File: src/rtl/pong_pkg.sv
// Shared types and default field geometry for the pong paddle blocks.
package pong_pkg;

    localparam int FIELD_W_DEF = 8;
    localparam int SIZE_DEF    = 2;

    typedef enum logic [1:0] {
        DIR_NONE  = 2'd0,
        DIR_LEFT  = 2'd1,
        DIR_RIGHT = 2'd2,
        DIR_BOTH  = 2'd3
    } dir_t;

    typedef enum logic [1:0] {
        ST_IDLE,
        ST_HOLD,
        ST_REPEAT,
        ST_LOCK
    } paddle_state_t;

    function automatic dir_t decode_dir(input logic left, input logic right);
        case ({right, left})
            2'b01:   return DIR_LEFT;
            2'b10:   return DIR_RIGHT;
            2'b11:   return DIR_BOTH;
            default: return DIR_NONE;
        endcase
    endfunction

endpackage

File: src/rtl/btn_sync.sv
// Two-flop synchroniser for a left/right button pair plus direction decode.
// One instance per player.
module btn_sync
    import pong_pkg::*;
(
    input  logic clk,
    input  logic rst_n,
    input  logic btn_left,
    input  logic btn_right,
    output dir_t dir
);

    // bit 0 = left, bit 1 = right
    logic [1:0] meta;
    logic [1:0] sync;

    always_ff @(posedge clk or negedge rst_n) begin
        if (!rst_n) begin
            meta <= 2'b00;
            sync <= 2'b00;
        end else begin
            meta <= {btn_right, btn_left};
            sync <= meta;
        end
    end

    assign dir = decode_dir(sync[0], sync[1]);

endmodule

File: src/rtl/paddle_ctrl.sv
// Paddle position controller: press steps, optional auto-repeat, edge clamp, enable reload.
// Auto-repeat is built only when PADDLE_AUTOREPEAT_EN is defined; otherwise one step per press.
//
// state  | meaning
// IDLE   | no direction held, next single direction is a press
// HOLD   | first step taken, waiting HOLD_CYC before auto-repeat
// REPEAT | stepping every RPT_CYC while the direction stays held
// LOCK   | no movement until both buttons are released
module paddle_ctrl
    import pong_pkg::*;
#(
    parameter int FIELD_W  = FIELD_W_DEF,
    parameter int SIZE     = SIZE_DEF,
    parameter int START    = 3,
    parameter int HOLD_CYC = 16,
    parameter int RPT_CYC  = 4,
    parameter int POS_W    = $clog2(FIELD_W)
) (
    input  logic             clk,
    input  logic             rst_n,
    input  logic             en,
    input  logic             btn_left,
    input  logic             btn_right,
    output logic [POS_W-1:0] pos_left,
    output logic [POS_W-1:0] pos_right,
    output logic             step_pulse,
    output logic             at_min,
    output logic             at_max
);

    localparam logic [POS_W-1:0] START_P = POS_W'(START);
    localparam logic [POS_W-1:0] LAST_L  = POS_W'(FIELD_W - SIZE);
    localparam logic [POS_W-1:0] OFFS    = POS_W'(SIZE - 1);
    localparam logic [POS_W-1:0] MAX_R   = POS_W'(FIELD_W - 1);

    dir_t             dir;
    paddle_state_t    state;
    logic [1:0]       settle;
    logic             pend;
    logic             step_ok;
    logic             fire;
    logic [POS_W-1:0] step_pos;

`ifdef PADDLE_AUTOREPEAT_EN
    localparam int CNT_W = $clog2(HOLD_CYC > RPT_CYC ? HOLD_CYC : RPT_CYC);
    localparam logic [CNT_W-1:0] HOLD_LD = CNT_W'(HOLD_CYC - 1);
    localparam logic [CNT_W-1:0] RPT_LD  = CNT_W'(RPT_CYC - 1);
    logic [CNT_W-1:0] cnt;
    dir_t             dir_q;
`else
    logic unused_timing;
    assign unused_timing = ^{HOLD_CYC[0], RPT_CYC[0]};
`endif

    btn_sync u_sync (
        .clk       (clk),
        .rst_n     (rst_n),
        .btn_left  (btn_left),
        .btn_right (btn_right),
        .dir       (dir)
    );

    // Every step moves in the currently decoded direction; clamp at the row edges.
    always_comb begin
        step_ok  = 1'b0;
        step_pos = pos_left;
        if (dir == DIR_LEFT && pos_left != '0) begin
            step_ok  = 1'b1;
            step_pos = pos_left - POS_W'(1);
        end else if (dir == DIR_RIGHT && pos_left != LAST_L) begin
            step_ok  = 1'b1;
            step_pos = pos_left + POS_W'(1);
        end
    end

    always_comb begin
        fire = 1'b0;
        if (en && settle[1] && !pend) begin
            case (state)
                ST_IDLE:   fire = (dir == DIR_LEFT) || (dir == DIR_RIGHT);
`ifdef PADDLE_AUTOREPEAT_EN
                ST_HOLD,
                ST_REPEAT: fire = ((dir == DIR_LEFT) || (dir == DIR_RIGHT)) &&
                                  ((dir != dir_q) || (cnt == '0));
`endif
                default:   fire = 1'b0;
            endcase
        end
    end

    // pend marks "first look at the buttons after reset or disable": a held button is not a press.
    always_ff @(posedge clk or negedge rst_n) begin
        if (!rst_n) begin
            state      <= ST_IDLE;
            pos_left   <= START_P;
            step_pulse <= 1'b0;
            pend       <= 1'b1;
            settle     <= 2'b00;
`ifdef PADDLE_AUTOREPEAT_EN
            cnt        <= '0;
            dir_q      <= DIR_NONE;
`endif
        end else begin
            settle     <= {settle[0], 1'b1};
            step_pulse <= fire && step_ok;
            if (fire && step_ok)
                pos_left <= step_pos;

            if (!en || !settle[1]) begin
                if (!en)
                    pos_left <= START_P;
                state <= ST_IDLE;
                pend  <= 1'b1;
`ifdef PADDLE_AUTOREPEAT_EN
                cnt   <= '0;
`endif
            end else if (pend) begin
                pend  <= 1'b0;
                state <= (dir == DIR_NONE) ? ST_IDLE : ST_LOCK;
            end else begin
                case (state)
                    ST_IDLE: begin
                        if (dir == DIR_LEFT || dir == DIR_RIGHT) begin
`ifdef PADDLE_AUTOREPEAT_EN
                            dir_q <= dir;
                            cnt   <= HOLD_LD;
                            state <= ST_HOLD;
`else
                            state <= ST_LOCK;
`endif
                        end else if (dir == DIR_BOTH) begin
                            state <= ST_LOCK;
                        end
                    end
`ifdef PADDLE_AUTOREPEAT_EN
                    ST_HOLD, ST_REPEAT: begin
                        if (dir == DIR_NONE) begin
                            state <= ST_IDLE;
                        end else if (dir == DIR_BOTH) begin
                            state <= ST_LOCK;
                        end else if (dir != dir_q) begin
                            dir_q <= dir;
                            cnt   <= HOLD_LD;
                            state <= ST_HOLD;
                        end else if (cnt == '0) begin
                            cnt   <= RPT_LD;
                            state <= ST_REPEAT;
                        end else begin
                            cnt <= cnt - 1'b1;
                        end
                    end
`endif
                    ST_LOCK: begin
                        if (dir == DIR_NONE)
                            state <= ST_IDLE;
                    end
                    default: state <= ST_IDLE;
                endcase
            end
        end
    end

    assign pos_right = pos_left + OFFS;
    assign at_min    = (pos_left == '0);
    assign at_max    = (pos_right == MAX_R);

endmodule
File: config.mk
export PLATFORM = sky130hd
export DESIGN_NAME = paddle_ctrl
export DESIGN_NICKNAME = d
export VERILOG_FILES = /design/src/rtl/pong_pkg.sv /design/src/rtl/btn_sync.sv /design/src/rtl/paddle_ctrl.sv
export SDC_FILE = /design/constraint.sdc
export NUM_CORES = 1
export LEC_CHECK = 0
export BUFFER_PORTS_ARGS = -buffer_cell sky130_fd_sc_hd__buf_2
export CAP_MARGIN = 0
export CORE_ASPECT_RATIO = 1.25
export CORE_MARGIN = 2
export CORE_UTILIZATION = 35
export CTS_CLUSTER_DIAMETER = 80
export DETAILED_ROUTE_END_ITERATION = 10
export PLACE_DENSITY = 0.65
export SYNTH_ARGS = -nofsm -noshare
export SYNTH_HDL_FRONTEND = slang
export SYNTH_SLANG_ARGS = --single-unit
File: constraint.sdc
create_clock -name clk -period 2.2 [get_ports clk]
set_input_delay 0.44 -clock clk [delete_from_list [all_inputs] [get_ports clk]]
set_output_delay 0.44 -clock clk [all_outputs]
set_load 0.05 [all_outputs]
Word-level counts from Yosys, hierarchy flattened:

Index checks and enable logic that the tools add are counted.

* equal/unequal tests: 11
* shift-type cells: 0
* div/mod/pow operators: 0
* bitwise gates (word level): 0
* reductions and logical operators: 15
* $lt $le $gt $ge: 0
* $add $sub $neg: 2
* multiplexer cells: 18
* $mul: 0

Operator list (count)
* 3-bit two-way mux: 5
* 2-bit two-way mux: 6
* 2-bit == test, second input constant: 5
* 2-bit case mux with 3 select lines: 1
* 1-bit logical AND: 5
* 1-bit two-way mux: 5
* 5-bit inequality test, second input constant: 1
* 2-bit by 1-bit == test with 1-bit output, second input constant: 2
* 2-bit zero test: 2
* 4-bit inequality test, second input constant: 1
* 2-bit case mux with 2 select lines: 1
* 3-bit by 1-bit adder with 3-bit output, second input constant: 1
* 3-bit == test, second input constant: 1
* 1-bit zero test: 3
* 3-bit zero test: 1
* 3-bit inequality test, second input constant: 1
* 3-bit nonzero test: 1
* 3-bit by 1-bit subtractor with 3-bit output, second input constant: 1
* 1-bit logical OR: 2
* 2-bit AND reduction: 1

* latch bits: 0
* ROM bits: 0
* word-level logic and storage cells: 53
* memories kept: 0
* flip-flop bits (word level): 13
* memory bits (writable): 0

Depth between registers and ports, before layout:

Gate-level depths: netlist (run 1).

* word-level depth: 10
* depth in mapped cells: 6
* depth with buffers taken out: 6

Hierarchy:

From an unflattened synthesis (run 1), not the netlist that was laid out.

* cells, all modules: 56
* area total of the unflattened synthesis: 650.6 µm²

Modules (own cells, without submodules)
* paddle_ctrl: instances 1, cells each 50, area an instance 543.0 µm²
* btn_sync: instances 1, cells each 6, area an instance 107.6 µm²

Worst setup path before layout (run 1):

No wires, ideal clock.

* path kind: reg2out
* start point: register pos_left[1]
* end point: output port at_max
* arrival time: 2.279 ns
* buffers on the path: 0
* cell stages (with the launch flop): 4
* path slack: -0.519 ns
* data required time: 1.760 ns
* path through: dfstp_2 -> ha_1 -> xor2_1 -> and2_1

* cells in the longest elaborated chain, start to end: 2

Ends and longest elaborated chain
* from (decl): RTL line paddle_ctrl.sv:24 `output logic [POS_W-1:0] pos_left,`
* from (signal assigned): RTL line paddle_ctrl.sv:107 `pos_left <= step_pos;`
* 3-bit by 1-bit adder with 3-bit output: RTL line paddle_ctrl.sv:163 `assign pos_right = pos_left + OFFS;`
* via pos_right[2]: RTL line paddle_ctrl.sv:25 `output logic [POS_W-1:0] pos_right,`
* 3-bit == test: RTL line paddle_ctrl.sv:165 `assign at_max = (pos_right == MAX_R);`
* to (decl): RTL line paddle_ctrl.sv:28 `output logic at_max`

The timed path passes the listed nets, and every way through them passes these cells.

Worst setup path after layout (run 1):

* start point: register pos_left[0]
* end point: output port pos_right[1]

* cells in the longest elaborated chain, start to end: 1

Ends and longest elaborated chain (RTL line)
* 3-bit by 1-bit adder with 3-bit output: paddle_ctrl.sv:163
* to (decl): paddle_ctrl.sv:25

No other way between the ends.

==> results.json, run 1 <==
{
  "io-pin-count": 14,
  "layout-drive-gt1-share_pct": 42.9,
  "yosysTopAreaCell": "dfrtp_1",
  "grt_max_degree": 13,
  "yosysWarnings": 0,
  "finalNetCount": 84,
  "postCtsHoldBufs": 0,
  "leakagePower_nw": 0.378,
  "fin_skew_ns": 0.0105,
  "rsz0062_at_grt": "false",
  "grt_pass1_wl_microns": 1990,
  "drt_pass1_iterations": 4,
  "coreArea_sq_um": 1600,
  "ys_seq_area_share_pct": 49.5,
  "gp_congestion": 0.783,
  "root_buffer": "clkbuf_4",
  "dieArea_sq_um": 2110,
  "clk_latency_ns": 0.28,
  "ff2ff_setup_slack_ns": 0.21,
  "critPathArrivalTime_ns": 1.68,
  "fin_crit_ns": 2.12,
  "syn-cell-area_sq_um": 614,
  "clk_path_buf_depth": 2,
  "die_h_microns": 50.8,
  "start_kind": "register",
  "cts_inserted_buffers": 3,
  "fin_area_sq_um": 803,
  "drv_cap": 0,
  "synthAdderAreaFrac_pct": 16.3,
  "irDropWorstVdd_mv": 0.306,
  "synth-compound-area-share_pct": 7.33,
  "post_cts_buffers": 0,
  "num_antenna_cells": 0,
  "hold_viol_final": 0,
  "worstHoldPathType": "primary input to asynchronous set/reset pin",
  "path_max_fanout": 5,
  "port_buffers": 13,
  "synthesis.nets": 65,
  "via_count": 435,
  "synth_mux_area_share_pct": 3.26,
  "htree_num_levels": 1,
  "post_cts_resized": 1,
  "drt-total-wl_microns": 1140,
  "grt_pass1_vias": 461,
  "ys_ff_latch": 12,
  "dpl_cell_area_sq_um": 752,
  "ys_types": 24,
  "route.detailed.drc": 0,
  "core.rowCount": 16,
  "cts_tree": "built",
  "die_w_microns": 41.5,
  "setup_viol": 0,
  "routedWlPerCell_microns": 12.9,
  "detail-route-antenna-nets": 0,
  "synth_area_leaders": "dfrtp_1 (37%), ha_1 (16%), dfstp_2 (13%), inv_1 (3.7%), mux2i_1 (3.3%)",
  "grt_use_total_pct": 13.5,
  "initial_core_util_pct": 38.4,
  "cp-end-kind": "output pin",
  "path_class": "register to output pin",
  "max_freq_mhz": 471,
  "slew_violations": 0,
  "drt_iter0_drc": 7,
  "fillers": 151,
  "r2r-start": "pos_left[0]",
  "cp.required_ns": 1.76,
  "numClockSinks": 12,
  "synth_top_family_by_area": "simple AND/OR/NAND/NOR gates",
  "grt-ovfl-total": 0,
  "synth_top_area_share_pct": 36.7,
  "power_density_nw_per_um2": 582,
  "syn_to_final_growth_pct": 30.8,
  "whs_ns": 0.0174,
  "status": "finished clean",
  "dp_hpwl_microns": 864,
  "synth_xor_area_share_pct": 2.85,
  "period_share_pct": 96.4,
  "clk_pin_slew_ns": 0.08,
  "antenna_found_initial": 0,
  "synth-simple-area-share_pct": 16.5,
  "viasPerCell": 4.94,
  "syn_area_per_cell_sq_um": 11.8,
  "synth_cells": 52,
  "crit_start": "pos_left[0]"
}
==> worst paths after layout <==
| check | cells past startpoint | endpoint |
|---|---|---|
| min reg2reg | 0 | u_sync.sync[1] |
| max | 3 | pos_right[1] |
| max reg2reg | 6 | pos_left[2] |
| min in group clk | 1 | u_sync.meta[0] |
| max in group asynchronous | 1 | pend |
| min | 1 | step_pulse |
==> cells by family after synthesis <==
logic type	count (synthesis)
XOR/XNOR	2
multiplexers	2
flip-flops	12
buffers and inverters	6
AO/OA/AOI/OAI	6
AND/OR/NAND/NOR	15
adder cells (fa/ha/maj)	8
other	1
==> through the flow <==
step,setup WS [ns],util [%],instances,setup TNS [ns],power [mW]
finish,0.0787,50.2,88,0,0.468
global route,0.0254,50.2,88,0,0.492
CTS,0.0153,49.4,88,0,0.475
detailed placement,0.218,47.0,84,0,0.294
global placement,0.267,47.0,84,0,0.293
floorplan,-0.0899,-,52,-0.121,0.276
==> power by group <==
group | internal (mW) | switching [mW]
registers | 0.231 | 0.00586
logic | 0.0199 | 0.0343
clock network | 0.101 | 0.0762
==> synth_stat cells <==
| cell type | count |
|---|---|
| and2_1 | 1 |
| nor2_2 | 1 |
| or2b_1 | 1 |
| dfstp_2 | 3 |
| and4bb_1 | 1 |
| nand4_1 | 1 |
| nand2b_2 | 1 |
| a21oi_1 | 1 |
| nor2b_1 | 3 |
| dfrtp_1 | 9 |
| or4_1 | 1 |
| ha_1 | 8 |
| o2111a_1 | 1 |
| a32o_1 | 1 |
| nand3b_1 | 1 |
| mux2i_1 | 2 |
| inv_1 | 6 |
| xor2_1 | 2 |
| nor3_1 | 1 |
| nand2_1 | 2 |
| conb_1 | 1 |
| nor3b_1 | 1 |
| a21oi_2 | 1 |
| o21ai_0 | 2 |
==> per-layer routing <==
| layer | part of all wire, % | vias to the layer above | GRT usage (%) |
|---|---|---|---|
| met5 | 0 | - | 0 |
| met4 | 3.2 | 0 | 10.2 |
| met3 | 5.0 | 4 | 4.95 |
| met2 | 48 | 14 | 21.6 |
| met1 | 44 | 208 | 14.4 |
| li1 | - | 209 | - |
==> cell type report <==
cell class / count / area, sq um / area share, %
Tap cell: 18 / 22.5 / 2.80
Sequential cell: 12 / 308 / 38.3
Clock buffer: 4 / 36.3 / 4.52
Multi-Input combinational cell: 34 / 335 / 41.7
Inverter: 6 / 26.3 / 3.27
Timing Repair Buffer: 14 / 75.1 / 9.35
==> critical path, cell delays in order (launching register included) <==
cell	delay (ns)
dfstp_4	0.66
clkinvlp_4	0.14
ha_2	0.35
buf_2	0.26
==> sequential cells by signal (all words and copies together), names as in the netlist <==
register     cells
pos_left         3
settle           2
u_sync.meta      2
u_sync.sync      2
pend             1
state            1
step_pulse       1
==> layout by cell type, fill, tap and decap left out, types with 2 or more instances in the layout <==
cell and instances:
dfrtp_1 9, o21ai_0 2, inv_1 5, mux2i_1 2
dfstp_2 2, ha_1 5, buf_2 12, clkbuf_4 4
nor2b_1 3, nand2_1 2, ha_4 2
Power figures use the tool's default switching activity.
==> run 2: changes to the inputs <==
CORE_MARGIN = default   (was 2)
REMOVE_ABC_BUFFERS = 1   (was default)
clock period = 2.1 ns   (was 2.2 ns; I/O delays follow)
==> run 2 against run 1 <==
Compared with the run above: wire length down 17%; combinational power down 2%; final cell count up 1.1%; global-route usage down 1.5 points; critical path depth up 1; via count down 1.6%; non-clock buffer count up 1; die area down 8.6%; register-to-register slack worse by 0.03 ns; cell area down 7.5%; power down 5.8%; critical path type unchanged; critical endpoint is now at_max; highest routed layer is now met3.
==> results.json, run 2 (synthesis results as in run 1) <==
{
  "coreArea_sq_um": 1600,
  "max_stage_delay_ns": 0.57,
  "root_buffer": "clkbuf_4",
  "path_max_fanout": 5,
  "fin_crit_ns": 1.99,
  "dpl.cell_count": 85,
  "slowest_stage": "dfstp_2",
  "path_class": "register to output pin",
  "post_cts_buffers": 0,
  "die_w_microns": 39.5,
  "routedWlPerCell_microns": 10.6,
  "fillers": 161,
  "post_cts_resized": 0,
  "layout-drive-gt1-share_pct": 33.8,
  "cp-end-kind": "output pin",
  "grt_pass1_wl_microns": 1760,
  "dpl_cell_area_sq_um": 717,
  "mostFrequentLayoutCell": "buf_2",
  "grt-ovfl-total": 0,
  "setup_ws_ns": 0.110,
  "grt_use_total_pct": 12.0,
  "start_kind": "register",
  "ff2ff_setup_slack_ns": 0.18,
  "core.rowCount": 16,
  "critPathBufInv": 1,
  "syn_to_final_growth_pct": 21.0,
  "critPathArrivalTime_ns": 1.57,
  "gp_congestion": 0.697,
  "antenna_found_initial": 0,
  "irDropWorstVdd_mv": 0.450,
  "drt_pass1_iterations": 4,
  "numClockSinks": 12,
  "final_cell_mix": "buf_2 (13), dfrtp_1 (9), ha_1 (8)",
  "slew_violations": 0,
  "final-seq-area_sq_um": 304,
  "rsz0062_at_grt": "false",
  "detail-route-antenna-nets": 0,
  "hold_viol_final": 0,
  "grt_pass1_vias": 445,
  "clk_pin_slew_ns": 0.07,
  "drt-total-wl_microns": 941,
  "status": "finished clean",
  "multi_input_area_sq_um": 288,
  "drt_iter0_drc": 4,
  "worstHoldPathType": "primary input to asynchronous set/reset pin",
  "route.detailed.drc": 0,
  "crit_family": "flip-flops",
  "fin_util_pct": 46.4,
  "cp.required_ns": 1.68,
  "die_h_microns": 48.8,
  "max_freq_mhz": 503,
  "regMostFlops": "pos_left",
  "clk_latency_ns": 0.26,
  "period_share_pct": 94.7,
  "final_cells": 89,
  "dp_hpwl_microns": 754,
  "fin_skew_ns": 0.000567,
  "place_ws_ns": 0.190,
  "port_buffers": 13,
  "via_count": 428,
  "drv_cap": 0,
  "cts_tree": "built",
  "finalNetCount": 85,
  "clk_path_buf_depth": 2,
  "num_antenna_cells": 0,
  "grt_max_degree": 13,
  "largest_reg_flops": 3,
  "cts_inserted_buffers": 3,
  "initial_core_util_pct": 38.4,
  "setup_viol": 0,
  "viasPerCell": 4.81,
  "power_density_nw_per_um2": 593,
  "fin_area_sq_um": 743,
  "io-pin-count": 14,
  "dieArea_sq_um": 1930,
  "crit_chain": "ha_1, xor2_1, and2_1, buf_2",
  "leakagePower_nw": 0.384,
  "htree_num_levels": 1,
  "postCtsHoldBufs": 0
}
run 2: changes by cell type in the layout (fill, tap and decap cells not counted), sizes merged:
cell      previous run  this run
clkbuf               5         4
buf                 13        15
inv                  5         6
clkinvlp             1         0
run 2: where the power goes:
part / switching, mW / internal, mW
Sequential: 0.00491 / 0.242
Clock: 0.0676 / 0.0732
Combinational: 0.0348 / 0.0185
run 2: worst reg2reg max path, stage by stage, from the launching register on:
cell      delay, ns
dfstp_2        0.56
inv_1          0.08
ha_1           0.22
and4bb_1       0.24
a21oi_1        0.04
or4_1          0.39
a32o_1         0.27
run 2: stage by stage:
stage | power (mW) | hold slack (ns) | setup TNS (ns)
after global placement | 0.303 | 0.300 | 0
after global routing | 0.466 | 0.0285 | 0
after detailed placement | 0.304 | 0.307 | 0
after CTS | 0.446 | 0.0234 | 0
after floorplan | 0.286 | 0.124 | -1.02
final | 0.441 | 0.0247 | 0
run 2: final timing paths:
check | end | depth (start not counted) | start
setup / recovery | at_max | 4 | pos_left[1]
hold / removal | settle[0] | 1 | rst_n
setup reg to reg | pos_left[2] | 6 | pos_left[0]
hold reg to reg | u_sync.sync[0] | 0 | u_sync.meta[0]
max in group asynchronous | pend | 1 | rst_n
min in group clk | u_sync.meta[0] | 1 | btn_left
run 2: cell type report:
class	instances	share of cell area (%)
multi-input combinational	34	38.7
clock buffer	4	3.54
timing repair buffer	15	10.8
inverter	6	3.03
sequential	12	40.9
tap	18	3.03
run 2: layer usage:
metal	up-vias	GRT usage (%)	share of wire (%)
li1	212	-	-
met1	208	15.5	47
met2	8	21.0	50
met4	0	1.72	0
met5	-	0	0
met3	0	1.37	3.0
==> run 3: changes to the inputs <==
clock period = 2.06 ns   (was 2.1 ns; I/O delays follow)
==> run 3 against run 2 <==
Compared with the run above: die area did not move; utilization rose by 0.16 points; sequential share of layout area fell by 0.14 points; count of clock-buffer cells in the layout did not move; combinational power rose by 2%; wire length rose by 0.32%; critical path depth did not move; final cell count did not move; setup slack got worse by 0.0078 ns; first-iteration DRC count fell by 25%; worst hold slack got worse by 0.0080 ns.
==> results.json, run 3 (synthesis results as in run 1) <==
{
  "drt_iter0_drc": 3,
  "coreArea_sq_um": 1600,
  "grt_pass1_vias": 445,
  "viasPerCell": 4.82,
  "cts_tree": "built",
  "start_kind": "register",
  "post_cts_resized": 0,
  "root_buffer": "clkbuf_4",
  "cts_inserted_buffers": 3,
  "fin_tns_setup_ns": 0,
  "crit_chain": "ha_1, xor2_1, and2_1, clkbuf_4",
  "r2r-start": "pos_left[0]",
  "die_h_microns": 48.8,
  "finalNetCount": 85,
  "htree_num_levels": 1,
  "fin_crit_ns": 1.96,
  "numClockSinks": 12,
  "clk_pin_slew_ns": 0.07,
  "hold_viol_final": 0,
  "leakagePower_nw": 0.384,
  "status": "finished clean",
  "path_max_fanout": 5,
  "postCtsHoldBufs": 0,
  "largest_reg_flops": 3,
  "antenna_found_initial": 0,
  "crit_start": "pos_left[1]",
  "r2r_cells": 6,
  "detail-route-antenna-nets": 0,
  "grt-ovfl-total": 0,
  "max_freq_mhz": 511,
  "setup_viol": 0,
  "via_count": 429,
  "drt-total-wl_microns": 944,
  "route.detailed.drc": 0,
  "num_antenna_cells": 0,
  "drt_pass1_iterations": 4,
  "grt_pass1_wl_microns": 1760,
  "grt_max_degree": 13,
  "rsz0062_at_grt": "false",
  "grt_use_total_pct": 12.0,
  "drv_cap": 0,
  "core.rowCount": 16,
  "fillers": 161,
  "regMostFlops": "pos_left",
  "die_w_microns": 39.5,
  "path_class": "register to output pin",
  "place_ws_ns": 0.150,
  "port_buffers": 13,
  "max_stage_delay_ns": 0.57,
  "mostFrequentLayoutCell": "buf_2",
  "syn_to_final_growth_pct": 21.4,
  "cp.required_ns": 1.65,
  "io-pin-count": 14,
  "power_density_nw_per_um2": 603,
  "whs_ns": 0.0167,
  "worstHoldPathType": "primary input to asynchronous set/reset pin",
  "initial_core_util_pct": 38.4,
  "critPathArrivalTime_ns": 1.55,
  "cp-end-kind": "output pin",
  "clk_latency_ns": 0.26,
  "fin_skew_ns": 0.000567,
  "setup_ws_ns": 0.103,
  "period_share_pct": 95.0,
  "slowest_stage": "dfstp_2",
  "clk_path_buf_depth": 2,
  "slew_violations": 0,
  "layout-drive-gt1-share_pct": 33.8,
  "irDropWorstVdd_mv": 0.464,
  "final_cell_mix": "buf_2 (12), dfrtp_1 (9), ha_1 (8)",
  "routedWlPerCell_microns": 10.6,
  "gp_congestion": 0.697,
  "dpl_cell_area_sq_um": 717,
  "dp_hpwl_microns": 754,
  "fin_area_sq_um": 746,
  "power_uw": 449,
  "dieArea_sq_um": 1930,
  "post_cts_buffers": 0
}
==> run 3: changes by cell type in the layout (fill, tap and decap cells not counted) <==
cell / before / now
buf_2: 13 / 12
clkbuf_4: 3 / 4
==> run 3: worst paths after layout <==
path                             endpoint  slack (ns)
max reg2reg                   pos_left[2]        0.14
min in group clk           u_sync.meta[0]        0.26
min reg2reg                u_sync.sync[0]        0.35
min                             settle[0]        0.02
max in group asynchronous            pend        1.78
max                                at_max        0.10
==> run 3: critical path, delay by kind of cell, from the launching register on <==
family        cells  cell delay [ns]
flops             1             0.57
buf+inv           1             0.22
fa+ha+maj         1             0.19
xor+xnor          1             0.17
simple gates      1             0.14
==> run 3: per-stage QoR <==
| stage | util, % | std cells |
|---|---|---|
| 5_1_grt | 46.6 | 89 |
| 4_1_cts | 46.4 | 89 |
| 3_5_place_dp | 44.8 | 85 |
| 2_1_floorplan | - | 52 |
| 6_report | 46.6 | 89 |
| 3_3_place_gp | 44.8 | 85 |
==> run 3: per-layer routing <==
metal  global-route usage, %  wire length [microns]  vias to the layer above  share of wire, %
li1                        -                      -                      212                 -
met1                    15.5                    442                      209                47
met2                    21.0                    474                        8                50
met3                    1.37                     26                        0               2.8
met4                    1.72                      0                        0                 0
met5                       0                      0                        -                 0
==> run 3: power breakdown <==
part	switching (mW)	internal, mW	total [mW]
Sequential	0.00500	0.246	0.251
Clock	0.0689	0.0747	0.144
Combinational	0.0355	0.0190	0.0545
==> run 3: cell type report <==
cell class	count	area, sq um	share of cell area (%)
Multi-Input combinational cell	34	288	38.6
Clock buffer	4	26.3	3.52
Sequential cell	12	304	40.8
Tap cell	18	22.5	3.02
Timing Repair Buffer	15	82.6	11.1
Inverter	6	22.5	3.02
